$ cat config.mk
export PLATFORM = sky130hd
export DESIGN_NAME = mips_mc_ctrl
export DESIGN_NICKNAME = d
export VERILOG_FILES = /design/src/rtl/mips_ctrl_pkg.sv /design/src/rtl/ctrl_decode.sv /design/src/rtl/mips_mc_ctrl.sv
export SDC_FILE = /design/constraint.sdc
export NUM_CORES = 1
export LEC_CHECK = 0
export ABC_AREA = 1
export CAP_MARGIN = 10
export CORE_MARGIN = 8
export CORE_UTILIZATION = 40
export CTS_BUF_LIST = sky130_fd_sc_hd__clkbuf_8
export DETAILED_ROUTE_END_ITERATION = 16
export GPL_TIMING_DRIVEN = 0
export PLACE_DENSITY = 0.66
export REMOVE_ABC_BUFFERS = 1
export SLEW_MARGIN = 20
export SYNTH_ARGS = -nofsm -noshare
export SYNTH_HDL_FRONTEND = slang
export SYNTH_SLANG_ARGS = --single-unit
export TNS_END_PERCENT = 100
$ cat constraint.sdc
create_clock -name clk -period 3.2 [get_ports clk]
set_clock_uncertainty 0.2 [all_clocks]
set_input_delay 0.64 -clock clk [delete_from_list [all_inputs] [get_ports clk]]
set_output_delay 0.64 -clock clk [all_outputs]
set_load 0.02 [all_outputs]
$ cat src/rtl/mips_ctrl_pkg.sv
// Shared encodings for the multi-cycle MIPS control FSM and the datapath muxes it steers.
package mips_ctrl_pkg;

    localparam logic [3:0] S_FETCH   = 4'd0;
    localparam logic [3:0] S_DECODE  = 4'd1;
    localparam logic [3:0] S_EXE_R   = 4'd2;
    localparam logic [3:0] S_WB_R    = 4'd3;
    localparam logic [3:0] S_EXE_I   = 4'd4;
    localparam logic [3:0] S_WB_I    = 4'd5;
    localparam logic [3:0] S_MEM_ADR = 4'd6;
    localparam logic [3:0] S_MEM_RD  = 4'd7;
    localparam logic [3:0] S_MEM_WB  = 4'd8;
    localparam logic [3:0] S_MEM_WR  = 4'd9;
    localparam logic [3:0] S_BRANCH  = 4'd10;
    localparam logic [3:0] S_JUMP    = 4'd11;

    localparam logic [5:0] OP_RTYPE = 6'b000000;
    localparam logic [5:0] OP_ORI   = 6'b001101;
    localparam logic [5:0] OP_ADDIU = 6'b001001;
    localparam logic [5:0] OP_LUI   = 6'b001111;
    localparam logic [5:0] OP_LW    = 6'b100011;
    localparam logic [5:0] OP_SW    = 6'b101011;
    localparam logic [5:0] OP_BEQ   = 6'b000100;
    localparam logic [5:0] OP_J     = 6'b000010;
    localparam logic [5:0] OP_JAL   = 6'b000011;

    localparam logic [5:0] FN_ADDU = 6'b100001;
    localparam logic [5:0] FN_SUBU = 6'b100011;
    localparam logic [5:0] FN_AND  = 6'b100100;
    localparam logic [5:0] FN_OR   = 6'b100101;
    localparam logic [5:0] FN_SLT  = 6'b101010;
    localparam logic [5:0] FN_JR   = 6'b001000;

    localparam logic [1:0] NPC_PC4    = 2'b00;
    localparam logic [1:0] NPC_BRANCH = 2'b01;
    localparam logic [1:0] NPC_JUMP   = 2'b10;
    localparam logic [1:0] NPC_REG    = 2'b11;

    localparam logic [1:0] REGDST_RT = 2'b00;
    localparam logic [1:0] REGDST_RD = 2'b01;
    localparam logic [1:0] REGDST_RA = 2'b10;

    localparam logic [1:0] WD_ALU = 2'b00;
    localparam logic [1:0] WD_DM  = 2'b01;
    localparam logic [1:0] WD_PC  = 2'b10;

    localparam logic [1:0] EXT_ZERO = 2'b00;
    localparam logic [1:0] EXT_SIGN = 2'b01;
    localparam logic [1:0] EXT_LUI  = 2'b10;

    localparam logic [2:0] ALU_ADD = 3'b000;
    localparam logic [2:0] ALU_SUB = 3'b001;
    localparam logic [2:0] ALU_AND = 3'b010;
    localparam logic [2:0] ALU_OR  = 3'b011;
    localparam logic [2:0] ALU_SLT = 3'b100;

    typedef enum logic [2:0] {
        CLS_ILLEGAL,
        CLS_RALU,
        CLS_IALU,
        CLS_MEM,
        CLS_BRANCH,
        CLS_JUMP
    } instrClass_t;

endpackage

$ cat src/rtl/ctrl_decode.sv
// Combinational classifier: maps IR op/funct to an instruction class plus the
// execute-step ALU/extender settings and the jump flavour.
module ctrl_decode
    import mips_ctrl_pkg::*;
(
    input  logic [5:0]  op_i,
    input  logic [5:0]  funct_i,
    output instrClass_t cls_o,
    output logic [2:0]  aluOp_o,
    output logic [1:0]  extOp_o,
    output logic        isStore_o,
    output logic        isLink_o,
    output logic [1:0]  jumpNpc_o
);

    always_comb begin
        cls_o     = CLS_ILLEGAL;
        aluOp_o   = ALU_ADD;
        extOp_o   = EXT_ZERO;
        isStore_o = 1'b0;
        isLink_o  = 1'b0;
        jumpNpc_o = NPC_JUMP;
        case (op_i)
            OP_RTYPE: begin
                case (funct_i)
                    FN_ADDU: begin cls_o = CLS_RALU; aluOp_o = ALU_ADD; end
                    FN_SUBU: begin cls_o = CLS_RALU; aluOp_o = ALU_SUB; end
                    FN_AND:  begin cls_o = CLS_RALU; aluOp_o = ALU_AND; end
                    FN_OR:   begin cls_o = CLS_RALU; aluOp_o = ALU_OR;  end
                    FN_SLT:  begin cls_o = CLS_RALU; aluOp_o = ALU_SLT; end
                    FN_JR:   begin cls_o = CLS_JUMP; jumpNpc_o = NPC_REG; end
                    default: cls_o = CLS_ILLEGAL;
                endcase
            end
            OP_ORI:   begin cls_o = CLS_IALU; aluOp_o = ALU_OR;  extOp_o = EXT_ZERO; end
            OP_ADDIU: begin cls_o = CLS_IALU; aluOp_o = ALU_ADD; extOp_o = EXT_SIGN; end
            // lui relies on rs=$0 so that add passes the shifted immediate through
            OP_LUI:   begin cls_o = CLS_IALU; aluOp_o = ALU_ADD; extOp_o = EXT_LUI;  end
            OP_LW:    cls_o = CLS_MEM;
            OP_SW:    begin cls_o = CLS_MEM; isStore_o = 1'b1; end
            OP_BEQ:   cls_o = CLS_BRANCH;
            OP_J:     cls_o = CLS_JUMP;
            OP_JAL:   begin cls_o = CLS_JUMP; isLink_o = 1'b1; end
            default:  cls_o = CLS_ILLEGAL;
        endcase
    end

endmodule

$ cat src/rtl/mips_mc_ctrl.sv
// Multi-cycle MIPS control FSM: sequences fetch/decode/execute/memory/writeback,
// drives all datapath enables and selects, and counts retired instructions.
module mips_mc_ctrl
    import mips_ctrl_pkg::*;
(
    input  logic        clk,
    input  logic        rst,
    input  logic [5:0]  op,
    input  logic [5:0]  funct,
    input  logic        zero,
    input  logic        dm_ready,
    output logic        pc_we,
    output logic        ir_we,
    output logic        gpr_we,
    output logic        dm_we,
    output logic        dm_re,
    output logic [1:0]  npc_sel,
    output logic [1:0]  reg_dst,
    output logic [1:0]  wd_sel,
    output logic [1:0]  ext_op,
    output logic        alu_bsel,
    output logic [2:0]  alu_op,
    output logic        illegal,
    output logic [31:0] instr_cnt
);

    logic [3:0]  state_q, state_d;
    logic [31:0] cnt_q, cnt_d;
    logic        retire;

    instrClass_t decCls;
    logic [2:0]  decAluOp;
    logic [1:0]  decExtOp;
    logic        decIsStore;
    logic        decIsLink;
    logic [1:0]  decJumpNpc;

    ctrl_decode uDecode (
        .op_i      (op),
        .funct_i   (funct),
        .cls_o     (decCls),
        .aluOp_o   (decAluOp),
        .extOp_o   (decExtOp),
        .isStore_o (decIsStore),
        .isLink_o  (decIsLink),
        .jumpNpc_o (decJumpNpc)
    );

    always_comb begin
        state_d = state_q;
        retire  = 1'b0;
        case (state_q)
            S_FETCH:  state_d = S_DECODE;
            S_DECODE: begin
                case (decCls)
                    CLS_RALU:   state_d = S_EXE_R;
                    CLS_IALU:   state_d = S_EXE_I;
                    CLS_MEM:    state_d = S_MEM_ADR;
                    CLS_BRANCH: state_d = S_BRANCH;
                    CLS_JUMP:   state_d = S_JUMP;
                    default:    state_d = S_FETCH;
                endcase
            end
            S_EXE_R:   state_d = S_WB_R;
            S_EXE_I:   state_d = S_WB_I;
            S_MEM_ADR: state_d = decIsStore ? S_MEM_WR : S_MEM_RD;
            S_MEM_RD:  if (dm_ready) state_d = S_MEM_WB;
            S_MEM_WR: begin
                if (dm_ready) begin
                    state_d = S_FETCH;
                    retire  = 1'b1;
                end
            end
            S_WB_R, S_WB_I, S_MEM_WB, S_BRANCH, S_JUMP: begin
                state_d = S_FETCH;
                retire  = 1'b1;
            end
            default: state_d = S_FETCH;
        endcase
        cnt_d = retire ? cnt_q + 32'd1 : cnt_q;
    end

    always_ff @(posedge clk) begin
        if (rst) begin
            state_q <= S_FETCH;
            cnt_q   <= '0;
        end else begin
            state_q <= state_d;
            cnt_q   <= cnt_d;
        end
    end

    // Outputs are forced to zero while reset is held so an aborted access never fires
    always_comb begin
        pc_we    = 1'b0;
        ir_we    = 1'b0;
        gpr_we   = 1'b0;
        dm_we    = 1'b0;
        dm_re    = 1'b0;
        npc_sel  = NPC_PC4;
        reg_dst  = REGDST_RT;
        wd_sel   = WD_ALU;
        ext_op   = EXT_ZERO;
        alu_bsel = 1'b0;
        alu_op   = ALU_ADD;
        illegal  = 1'b0;
        if (!rst) begin
            case (state_q)
                S_FETCH: begin
                    ir_we = 1'b1;
                    pc_we = 1'b1;
                end
                S_DECODE: illegal = (decCls == CLS_ILLEGAL);
                S_EXE_R:  alu_op = decAluOp;
                S_WB_R: begin
                    gpr_we  = 1'b1;
                    reg_dst = REGDST_RD;
                end
                S_EXE_I: begin
                    alu_bsel = 1'b1;
                    ext_op   = decExtOp;
                    alu_op   = decAluOp;
                end
                S_WB_I: gpr_we = 1'b1;
                S_MEM_ADR: begin
                    alu_bsel = 1'b1;
                    ext_op   = EXT_SIGN;
                end
                S_MEM_RD: dm_re = 1'b1;
                S_MEM_WB: begin
                    gpr_we = 1'b1;
                    wd_sel = WD_DM;
                end
                S_MEM_WR: dm_we = 1'b1;
                S_BRANCH: begin
                    alu_op  = ALU_SUB;
                    npc_sel = NPC_BRANCH;
                    pc_we   = zero;
                end
                S_JUMP: begin
                    pc_we   = 1'b1;
                    npc_sel = decJumpNpc;
                    if (decIsLink) begin
                        gpr_we  = 1'b1;
                        reg_dst = REGDST_RA;
                        wd_sel  = WD_PC;
                    end
                end
                default: ;
            endcase
        end
    end

    assign instr_cnt = rst ? 32'd0 : cnt_q;

endmodule

After elaboration in Yosys (flattened, before gate mapping):

Cells that the tools add are included.
Widths: inputs -> output; s select.

* add/sub/neg operators: 1
* equal/unequal tests: 32
* mux-type cells: 43
* reduce and logical (&&, ||, !) cells: 13

Operators with widths (number)
* $eq 6x6->1 const B: 7
* $add 32x1->32 const B: 1
* $mux 32: 1
* $pmux 4 s7: 1
* $eq 6x4->1 const B: 4
* $pmux 2 s2: 5
* $pmux 4 s5: 1
* $pmux 3 s2: 3
* $mux 1: 17
* $eq 4x3->1 const B: 4
* $eq 4x4->1 const B: 4
* $pmux 3 s5: 1
* $eq 6x2->1 const B: 2
* $mux 2: 6
* $mux 4: 3
* $pmux 3 s4: 1
* $reduce_or 2->1: 5
* $reduce_or 5->1: 2
* $eq 4x2->1 const B: 2
* $eq 3x2->1 const B: 2
* $eq 3x3->1 const B: 2
* $eq 6x3->1 const B: 1
* $logic_not 6->1: 1
* $pmux 1 s2: 3
* other kinds (8): 10

* flip-flop bits (word level): 36
* input port bits: 16
* output and inout port bits: 50
* word-level logic and storage cells: 91

Longest topological paths before layout:

Gate-level depths: netlist (run 1).

* depth after elaboration: 7
* mapped depth: 12
* gate-level depth less buffers: 11

Hierarchy:

From an unflattened synthesis (run 1), not the netlist that was laid out.

* cell total of the unflattened synthesis: 539
* area, all modules: 2952.8 um^2

Modules (own cells, without submodules)
* mips_mc_ctrl: instances 1, cells each 474, area an instance 2633.8 um^2, seq. area each 720.7 um^2
* ctrl_decode: instances 1, cells each 65, area an instance 319.1 um^2, seq. area each 0.0 um^2

Worst setup path before layout (run 1):

Ideal clock, no wire load.

* path type: input to output
* from: in op[4]
* to: out alu_op[0]
* arrival: 1.835 ns
* data required time: 2.360 ns
* setup slack: 0.525 ns
* cell stages on the path: 7
* cell sequence: nor2_1 nand2_1 nor2_1 nand2_1 nor2_1 nor3_1 o21ai_0

* word-level cells in the longest chain between the ends: 4
* elaborated cells between the ends (all ways): 5
* classes of those cells: eq/ne (1); mux (3); reduce/logical (1)

Ends and longest elaborated chain
* from (decl): line mips_mc_ctrl.sv:8 `input logic [5:0] op,`
* $eq 6x4->1 or $logic_not 6->1 (tied branches): line ctrl_decode.sv:23 `case (op_i)`
* $pmux 3 s2 (*): line ctrl_decode.sv:23
* $pmux 3 s2 (*): line mips_mc_ctrl.sv:108 `case (state_q)`
* $mux 3 (*): line mips_mc_ctrl.sv:107 `if (!rst) begin`
* to (decl): line mips_mc_ctrl.sv:22 `output logic [2:0] alu_op,`

Every way passes the cells marked *; elsewhere a longest branch is shown, timed or not.

Worst setup path after layout (run 1):

* from: in op[1]
* to: out ext_op[1]

* word-level cells in the longest chain between the ends: 4
* elaborated cells between the ends (all ways): 5
* classes of those cells: eq/ne (2); mux (3)

Ends and longest elaborated chain
* $eq 6x4->1: line ctrl_decode.sv:23
* $pmux 2 s2 (*): line ctrl_decode.sv:23
* $pmux 2 s2 (*): line mips_mc_ctrl.sv:108
* $mux 2 (*): line mips_mc_ctrl.sv:107
* to (decl): line mips_mc_ctrl.sv:20 `output logic [1:0] ext_op,`

Marks and branches as above.

==> impl_metrics.csv, run 1 <==
group,metric,value,unit
sta,hold_viol_final,0,
drt,routed_wl,8140,µm
placement,place_area,3550,µm²
power_and_ir_drop,sw_frac_of_total,27.7,%
grt,grt_pass1_vias,3062,
drt,first_iter_violations,130,
worst_setup_path,crit_path_end_kind,"primary output",
clock_network,root_buffer,"clkbuf_8",
sta,min_period,3.10,ns
worst_setup_path,critPathCapture,"ext_op[1]",
worst_setup_path,worst-r2r-setup-slack,1.06,ns
logic_synthesis,syn_area,2870,µm²
cells_and_area,multi_input_area,1820,µm²
clock_network,clk_path_buf_depth,2,
logic_synthesis,ys_seq_elements,36,
sta,worst_pin_slew,0.697,ns
worst_setup_path,rr_worst_depth,7,
die,die_area,10100,µm²
hold_path,worstHoldPathType,"reg2reg",
worst_setup_path,cp-start-kind,"primary input",
logic_synthesis,yosysSeqAreaShare,25.1,%
logic_synthesis,yosysTopAreaCell,"dfxtp_1",
sta,drv_slew,0,
logic_synthesis,synth_cell_types,31,
worst_setup_path,cp_cell_sequence,"clkdlybuf4s50_1 -> nand2_1 -> inv_1 -> nand4_1 -> nor3_1 -> clkdlybuf4s50_1",
drt,routedWlPerCell,11.8,µm
placement,gp_congestion,0.853,
die,core,7100,µm²
placement,hpwlAfterDp,6250,µm
power_and_ir_drop,ir_drop,0.000132,V
sta,holdWs,0.291,ns
grt,grt_start_max_net_pins,73,
worst_setup_path,cp.buffers_inverters,3,
cells_and_area,final_common_cell,"nand2_1",
power_and_ir_drop,cell_internal_pwr,662,µW
cells_and_area,final-seq-area,721,µm²
logic_synthesis,synth.avg_cell_area,5.41,µm²
cells_and_area,fill_cells,790,
placement,numPortBuffers,65,
clock_network,tritoncts,"yes",
clock_network,cts_sinks,36,
sta,rsz0062_at_grt,"false",
clock_network,h-tree-depth,2,
grt,overflow,0,
sta,fin_crit_sh,96.9,%
worst_setup_path,cp_common_cell,"clkdlybuf4s50_1",
die,rows,31,
die,io_pins,66,
logic_synthesis,netlist_instances,530,
drt,viasPerCell,4.82,
power_and_ir_drop,power_density,251,nW/µm²
worst_setup_path,worst-path-stages,6,
worst_setup_path,crit_fanout,4,
worst_setup_path,crit_slowest_cell,"clkdlybuf4s50_1",
worst_setup_path,rr_endpoint,"cnt_q[13]",
drt,drtPass1Iterations,5,
drt,detail-route-antenna-nets,0,
power_and_ir_drop,seq_power_share,49.8,%
drt,num_vias,3310,
clock_network,cts_hold_buf,0,
logic_synthesis,synth_top_area_share,25.1,%
logic_synthesis,synthArstFlopShare,0,%
grt,track_usage,16.5,%
cells_and_area,fin_nets,604,
worst_setup_path,crit_family,"buffers and inverters",
logic_synthesis,ys.flop_type,"dfxtp_1",
worst_setup_path,critPathArrivalTime,2.26,ns
cells_and_area,layout_common_cells,"nand2_1 (167), nor2_1 (122), inv_1 (63)",
worst_setup_path,startpoint,"op[1]",
clock_network,path_clk_slew,0.08,ns
power_and_ir_drop,switchingPower,253,µW
logic_synthesis,ys_warn_count,0,
die,die_y,101,µm
worst_setup_path,path_class,"in2out",
cells_and_area,drive_gt1_share,5.10,%
grt,grt_pass1_wl,13800,µm
drt,drc,0,
die,initial_utilization,40.4,%
cells_and_area,area_delta_synth_final,27.3,%
power_and_ir_drop,p_comb_share,11.0,%
logic_synthesis,synth.area.top_cells,"dfxtp_1 (25%), nand2_1 (22%), nor2_1 (16%)",
clock_network,clk-insertion-delay-late,0.30,ns
sta,max_freq,323,MHz
worst_setup_path,regToRegStartpoint,"state_q[1]",
logic_synthesis,synth_edf_count,0,
status,status,"completed",
clock_network,cts_buffers,5,
cells_and_area,n_antenna_cell,0,
cells_and_area,final_cell_area,3650,µm²
power_and_ir_drop,clkPwrFrac,39.3,%
sta,setup-violations-final,0,
grt,antenna_found_initial,0,
worst_setup_path,slowest_delay,0.64,ns
power_and_ir_drop,leakagePower,0.00142,µW
worst_setup_path,cp.required,2.36,ns
die,die-width,101,µm
sta,relSlewSlack,53.5,%
flow_run,maxCapViolCount,0,
## timing repair
item | CTS | global route
setup endpoints to repair | 10 | 7
resized for setup | 7 | 14
setup buffers | 0 | 0
## synth_stat cells, types with 2 or more instances
master      n
buf_6       4
o22ai_1     2
dfxtp_1    36
nor4_1      3
o21ai_1     5
nor3_1     11
o21ai_0     8
nor2_1    125
nand2_2     4
nand3_1    32
inv_1      63
nor2_4      2
clkbuf_1    9
a21oi_1    26
a31oi_1     2
xor2_1      8
nand4_1     6
nor2_2      3
nand2_1   167
inv_2       3
## registers in the layout (all words and copies together) (netlist names)
signal   flops
cnt_q       32
state_q      4
## layer usage
| layer | up-vias | track usage [%] | wire [µm] | part of all wire, % |
|---|---|---|---|---|
| li1 | 1759 | - | - | - |
| met1 | 1474 | 20.1 | 3770 | 46 |
| met2 | 72 | 28.6 | 3900 | 48 |
| met3 | 5 | 3.18 | 394 | 4.8 |
| met4 | 0 | 4.30 | 74 | 0.91 |
| met5 | - | 0 | 0 | 0 |
## area by class of cell
type | instances | share of cell area, %
Multi-Input combinational cell | 413 | 49.8
Sequential cell | 36 | 19.7
Timing Repair Buffer | 65 | 17.6
Inverter | 66 | 6.79
Tap cell | 99 | 3.39
Clock buffer | 6 | 2.26
Clock inverter | 2 | 0.411
## cells by family (layout without fill, tap and decap cells)
| logic type | count (synthesis) | after routing | share of synthesized area (%) |
|---|---|---|---|
| adders and majority gates | 1 | 1 | 0.436 |
| and+or+nand+nor | 357 | 357 | 51.4 |
| DFF | 36 | 36 | 25.1 |
| AOI/OAI and AO/OA | 47 | 47 | 8.77 |
| buffers and inverters | 81 | 139 | 11.8 |
| xor gates and xnor gates | 8 | 8 | 2.44 |
## power groups by stage
stage          sequential (µW)  combinational (µW)  clock [µW]
3_3_place_gp               466                 100           0
5_1_grt                    456                 112         385
2_1_floorplan              464                47.4           0
6_report                   455                 100         359
4_1_cts                    455                 101         365
3_5_place_dp               466                 100           0
## worst min path at each step
stage | startpoint | end | slack, ns | cells after the start
2_1_floorplan | cnt_q[31] | cnt_q[31] | 0.25 | 2
3_3_place_gp | cnt_q[31] | cnt_q[31] | 0.27 | 2
3_5_place_dp | cnt_q[31] | cnt_q[31] | 0.28 | 2
4_1_cts | cnt_q[31] | cnt_q[31] | 0.29 | 2
5_1_grt | cnt_q[31] | cnt_q[31] | 0.30 | 2
6_report | cnt_q[31] | cnt_q[31] | 0.29 | 2
## tightest hold or removal path, stage by stage, from the launching register on
cell     delay [ns]
dfxtp_1        0.33
nand2_1        0.06
a21oi_1        0.05
## stage by stage
step	power (µW)	cells	setup WS, ns	utilization (%)	setup TNS [ns]
global placement	566	679	-2.16	50.0	-79.60
finish	915	687	0.0995	51.4	0
CTS	922	687	0.00656	51.4	0
detailed placement	566	679	-0.360	50.0	-1.56
floorplan	512	515	0.525	-	0
global route	953	687	0.00236	51.4	0
No activity file was read; power rests on OpenSTA's default activity.
==> run 2: changes to the inputs <==
--- a/config.mk
+++ b/config.mk
@@ -14,7 +14,7 @@
 export GPL_TIMING_DRIVEN = 0
 export PLACE_DENSITY = 0.66
 export REMOVE_ABC_BUFFERS = 1
-export SLEW_MARGIN = 20
+export SLEW_MARGIN = 0
 export SYNTH_ARGS = -nofsm -noshare
 export SYNTH_HDL_FRONTEND = slang
 export SYNTH_SLANG_ARGS = --single-unit
==> run 2 against run 1 <==
  * Worst hold slack got worse by 0.0036 ns
  * Wire length rose by 0.77%
  * Maximum frequency rose by 3.0%
  * Register-to-register slack barely moved
  * Clock power fell by 11%
  * Combinational power rose by 4%
  * Clock-buffer cell count fell by 1
  * Critical path depth rose by 3
  * Sequential share of layout area barely moved
  * First-iteration DRC count rose by 11%
  * Die area did not move
  * Global-route usage rose by 0.21 points
  * Critical endpoint is now alu_op[0]
  * Largest cell class unchanged
==> impl_metrics.csv, run 2 (synthesized netlist as in run 1, its figures left out) <==
group,metric,value,unit
die,die-width,101,µm
power_and_ir_drop,seq_power_share,51.7,%
cells_and_area,final_common_cell,"nand2_1",
cells_and_area,area_delta_synth_final,27.6,%
cells_and_area,final-seq-area,721,µm²
sta,fin_ws,0.189,ns
sta,holdWs,0.287,ns
drt,routedWlPerCell,11.9,µm
worst_setup_path,path_class,"in2out",
hold_path,min_path_cells,2,
placement,numPortBuffers,65,
sta,fin_crit_sh,94.1,%
power_and_ir_drop,power_density,241,nW/µm²
cells_and_area,layout_common_cells,"nand2_1 (167), nor2_1 (123), inv_1 (62)",
sta,hold_viol_final,0,
worst_setup_path,rr_worst_depth,7,
power_and_ir_drop,switchingPower,243,µW
cells_and_area,regMostFlops,"cnt_q",
clock_network,clk-insertion-delay-late,0.30,ns
sta,setup-violations-final,0,
grt,overflow,0,
die,die_y,101,µm
grt,antenna_found_initial,0,
clock_network,clk_path_buf_depth,2,
clock_network,cts_sinks,36,
grt,grt_start_max_net_pins,38,
clock_network,path_clk_slew,0.08,ns
worst_setup_path,critPathArrivalTime,2.17,ns
drt,viasPerCell,4.79,
cells_and_area,largestRegisters,"cnt_q: 32 flops, state_q: 4 flops",
power_and_ir_drop,ir_drop,0.000124,V
die,initial_utilization,40.4,%
power_and_ir_drop,leakagePower,0.00144,µW
worst_setup_path,cp-start-kind,"primary input",
sta,relSlewSlack,54.0,%
cells_and_area,fill_cells,777,
placement,post-place-ws,-0.375,ns
power_and_ir_drop,p_comb_share,11.8,%
sta,min_period,3.01,ns
placement,place_area,3560,µm²
power_and_ir_drop,clkPwrFrac,36.5,%
sta,drv_slew,0,
drt,routed_wl,8200,µm
clock_network,cts_hold_buf,0,
die,rows,31,
power_and_ir_drop,cell_internal_pwr,638,µW
sta,finalSetupTns,0,ns
worst_setup_path,crit_fanout,7,
clock_network,cts_buffers,5,
cells_and_area,fin_nets,605,
grt,grt_pass1_wl,14000,µm
cells_and_area,largest_reg_flops,32,
cells_and_area,n_antenna_cell,0,
status,status,"completed",
sta,max_freq,332,MHz
die,io_pins,66,
cells_and_area,multi_input_area,1820,µm²
drt,drtPass1Iterations,4,
drt,drc,0,
drt,detail-route-antenna-nets,0,
worst_setup_path,cp.required,2.36,ns
power_and_ir_drop,sw_frac_of_total,27.6,%
hold_path,worstHoldPathType,"reg2reg",
placement,hpwlAfterDp,6400,µm
cells_and_area,final_cell_area,3660,µm²
grt,grt_pass1_vias,3159,
worst_setup_path,crit_path_end_kind,"primary output",
clock_network,h-tree-depth,2,
grt,track_usage,16.7,%
drt,num_vias,3292,
die,core,7100,µm²
sta,worst_pin_slew,0.688,ns
clock_network,root_buffer,"clkbuf_8",
flow_run,maxCapViolCount,0,
placement,gp_congestion,0.853,
drt,first_iter_violations,144,
sta,rsz0062_at_grt,"false",
cells_and_area,drive_gt1_share,5.10,%
cells_and_area,utilization,51.5,%
die,die_area,10100,µm²
clock_network,tritoncts,"yes",
## run 2: cell types whose count changed in the layout (fill, tap and decap cells not counted)
cell	before	now
clkdlybuf4s50_1	55	54
buf_2	0	1
nor2_2	5	4
clkbuf_8	6	5
clkinv_2	0	1
inv_1	63	62
nor2_1	122	123
clkbuf_2	3	2
buf_12	0	1
dlymetal6s2s_1	4	5
## run 2: repair_timing
action                                  4_1_cts  5_1_grt
gates resized for setup                       9       15
setup buffers                                 0        0
endpoints found under the setup margin       10        8
## run 2: cell type report
cell class / count / area share [%]
clock inverter: 2 / 0.342
inverter: 66 / 6.88
clock buffer: 5 / 1.88
multi-input combinational: 413 / 49.7
tap: 99 / 3.39
timing repair buffer: 66 / 18.1
sequential: 36 / 19.7
## run 2: power groups by stage
| stage | combinational (µW) | sequential [µW] | clock (µW) |
|---|---|---|---|
| after global routing | 116 | 456 | 343 |
| final | 104 | 456 | 321 |
| after detailed placement | 103 | 466 | 0 |
| after CTS | 105 | 455 | 330 |
| after global placement | 100 | 466 | 0 |
| after floorplan | 47.4 | 464 | 0 |
## run 2: layer usage
metal  vias up  track usage [%]  part of all wire (%)
li1       1758                -                     -
met1      1457             19.7                    45
met2        68             29.4                    48
met3         9             3.18                   5.6
met4         0             5.23                   1.2
met5         -                0                     0
## run 2: critical path, cell delays in order
cell,delay (ns)
clkdlybuf4s50_1,0.47
nor2_4,0.20
nand2_1,0.07
nor2_1,0.13
nand2_1,0.08
nor2_1,0.15
nor3_1,0.08
o21ai_0,0.16
buf_2,0.19
## run 2: worst paths after layout
kind / startpoint / end / slack [ns]
max reg2reg: state_q[1] / cnt_q[13] / 1.05
min: cnt_q[31] / cnt_q[31] / 0.29
max: op[4] / alu_op[0] / 0.19
min reg2reg: cnt_q[31] / cnt_q[31] / 0.29
## run 2: per-stage QoR
| stage | instances | total power (µW) |
|---|---|---|
| floorplan | 515 | 512 |
| CTS | 687 | 890 |
| global placement | 679 | 566 |
| detailed placement | 680 | 569 |
| global route | 687 | 915 |
| finish | 687 | 880 |
==> run 3: changes to the inputs <==
--- a/config.mk
+++ b/config.mk
@@ -12,7 +12,7 @@
 export CTS_BUF_LIST = sky130_fd_sc_hd__clkbuf_8
 export DETAILED_ROUTE_END_ITERATION = 16
 export GPL_TIMING_DRIVEN = 0
-export PLACE_DENSITY = 0.66
+export PLACE_DENSITY = 0.64
 export REMOVE_ABC_BUFFERS = 1
 export SLEW_MARGIN = 0
 export SYNTH_ARGS = -nofsm -noshare
==> run 3 against run 2 <==
  * Flip-flop and latch count is the same
  * Via count grew 0.97%
  * Sequential share of layout area shrank 0.20 points
  * Clock-buffer cell count grew 2
  * Final cell count grew 0.15%
  * Power grew 14%
  * Largest power group unchanged
==> impl_metrics.csv, run 3 (synthesized netlist as in run 1, its figures left out) <==
group,metric,value,unit
worst_setup_path,regToRegStartpoint,"state_q[1]",
die,rows,31,
clock_network,path_clk_slew,0.07,ns
hold_path,min_path_cells,2,
worst_setup_path,crit_fanout,5,
sta,relSlewSlack,55.0,%
worst_setup_path,rr_endpoint,"cnt_q[13]",
drt,routedWlPerCell,11.8,µm
cells_and_area,drive_gt1_share,5.26,%
sta,finalSetupTns,0,ns
cells_and_area,final-seq-area,721,µm²
die,io_pins,66,
hold_path,worstHoldPathType,"reg2reg",
grt,grt_start_max_net_pins,43,
clock_network,root_buffer,"clkbuf_8",
clock_network,clk_path_buf_depth,2,
cells_and_area,area_delta_synth_final,28.9,%
cells_and_area,n_antenna_cell,0,
cells_and_area,largestRegisters,"cnt_q: 32 flops, state_q: 4 flops",
die,die_y,101,µm
grt,gr-max-usage-layer,"met2",
worst_setup_path,worst-r2r-setup-slack,1.07,ns
die,die_area,10100,µm²
drt,detail-route-antenna-nets,0,
grt,grtUsageMet1,19.5,%
power_and_ir_drop,leakagePower,0.00141,µW
placement,hpwlAfterDp,6420,µm
grt,track_usage,16.8,%
grt,antenna_found_initial,0,
sta,hold_viol_final,0,
worst_setup_path,rr_worst_depth,7,
grt,met2_usage,29.5,%
drt,viasPerCell,4.83,
grt,grt_pass1_wl,14100,µm
die,core,7100,µm²
cells_and_area,multi_input_area,1820,µm²
hold_path,whs_endpoint,"cnt_q[31]",
clock_network,cts_buffers,5,
grt,overflow,0,
hold_path,hp-start,"cnt_q[31]",
sta,fin_ws,0.105,ns
worst_setup_path,cp.required,2.36,ns
clock_network,clk-insertion-delay-late,0.29,ns
die,initial_utilization,40.4,%
cells_and_area,layout_common_cells,"nand2_1 (167), nor2_1 (123), inv_1 (62)",
sta,max_freq,323,MHz
clock_network,tritoncts,"yes",
status,status,"completed",
grt,grt_pass1_vias,3178,
cells_and_area,regMostFlops,"cnt_q",
cells_and_area,final_common_cell,"nand2_1",
placement,gp_congestion,0.878,
sta,fin_crit_sh,96.7,%
cells_and_area,largest_reg_flops,32,
clock_network,cts_sinks,36,
cells_and_area,fin_nets,605,
cells_and_area,instances_no_fill,688,
power_and_ir_drop,power_density,272,nW/µm²
worst_setup_path,crit_path_end_kind,"primary output",
sta,worst_pin_slew,0.674,ns
clock_network,post_cts.repair.setup_buffers,0,
power_and_ir_drop,ir_drop,0.000180,V
sta,min_period,3.10,ns
clock_network,h-tree-depth,2,
grt,grtUsageMet3,3.25,%
die,die-width,101,µm
sta,rsz0062_at_grt,"true",
placement,post-place-ws,-0.403,ns
drt,routed_wl,8140,µm
flow_run,maxCapViolCount,0,
drt,drc,0,
worst_setup_path,critPathArrivalTime,2.26,ns
worst_setup_path,path_class,"in2out",
worst_setup_path,cp-start-kind,"primary input",
placement,numPortBuffers,65,
sta,drv_slew,0,
placement,dp.cells,680,
drt,drtPass1Iterations,4,
sta,setup-violations-final,0,
drt,first_iter_violations,146,
drt,num_vias,3324,
cells_and_area,fill_cells,789,
## run 3: stage by stage
stage	util [%]	power, µW	instance area [µm²]	hold WS (ns)
floorplan	-	512	2780	0.252
global placement	50.0	566	3550	0.270
detailed placement	50.2	569	3560	0.275
CTS	52.1	1020	3700	0.287
global route	52.1	1040	3690	0.328
finish	52.1	1000	3690	0.285
## run 3: layer usage
layer | vias up | part of all wire, %
li1 | 1764 | -
met1 | 1473 | 46
met2 | 77 | 47
met3 | 10 | 5.6
met4 | 0 | 1.5
met5 | - | 0
## run 3: power by group
part / internal [µW] / switching, µW
combinational: 39.7 / 64.1
clock: 275 / 169
sequential: 450 / 5.08
## run 3: cell type report
| type | count | share of cell area (%) |
|---|---|---|
| multi-input combinational | 413 | 49.2 |
| sequential | 36 | 19.5 |
| timing repair buffer | 66 | 17.7 |
| inverter | 66 | 6.81 |
| tap | 99 | 3.35 |
| clock buffer | 7 | 2.61 |
| clock inverter | 1 | 0.813 |
## run 3: how the worst max path moves through the flow
stage | endpoint | from | depth (start not counted)
2_1_floorplan | alu_op[0] | op[4] | 7
3_3_place_gp | alu_op[0] | rst | 5
3_5_place_dp | alu_op[0] | op[5] | 9
4_1_cts | alu_op[0] | op[5] | 9
5_1_grt | alu_op[0] | op[4] | 9
6_report | wd_sel[1] | op[3] | 5
## run 3: what timing repair did
item,in CTS,in global routing
setup endpoints to repair,10,5
pin swaps,0,0
hold buffers,0,0
gates resized for setup,10,11
## run 3: worst max-delay path: stages
cell and delay [ns]:
clkdlybuf4s50_1 0.48, nor2_2 0.19, nand3_1 0.15, nor2_1 0.16, clkdlybuf4s50_1 0.63
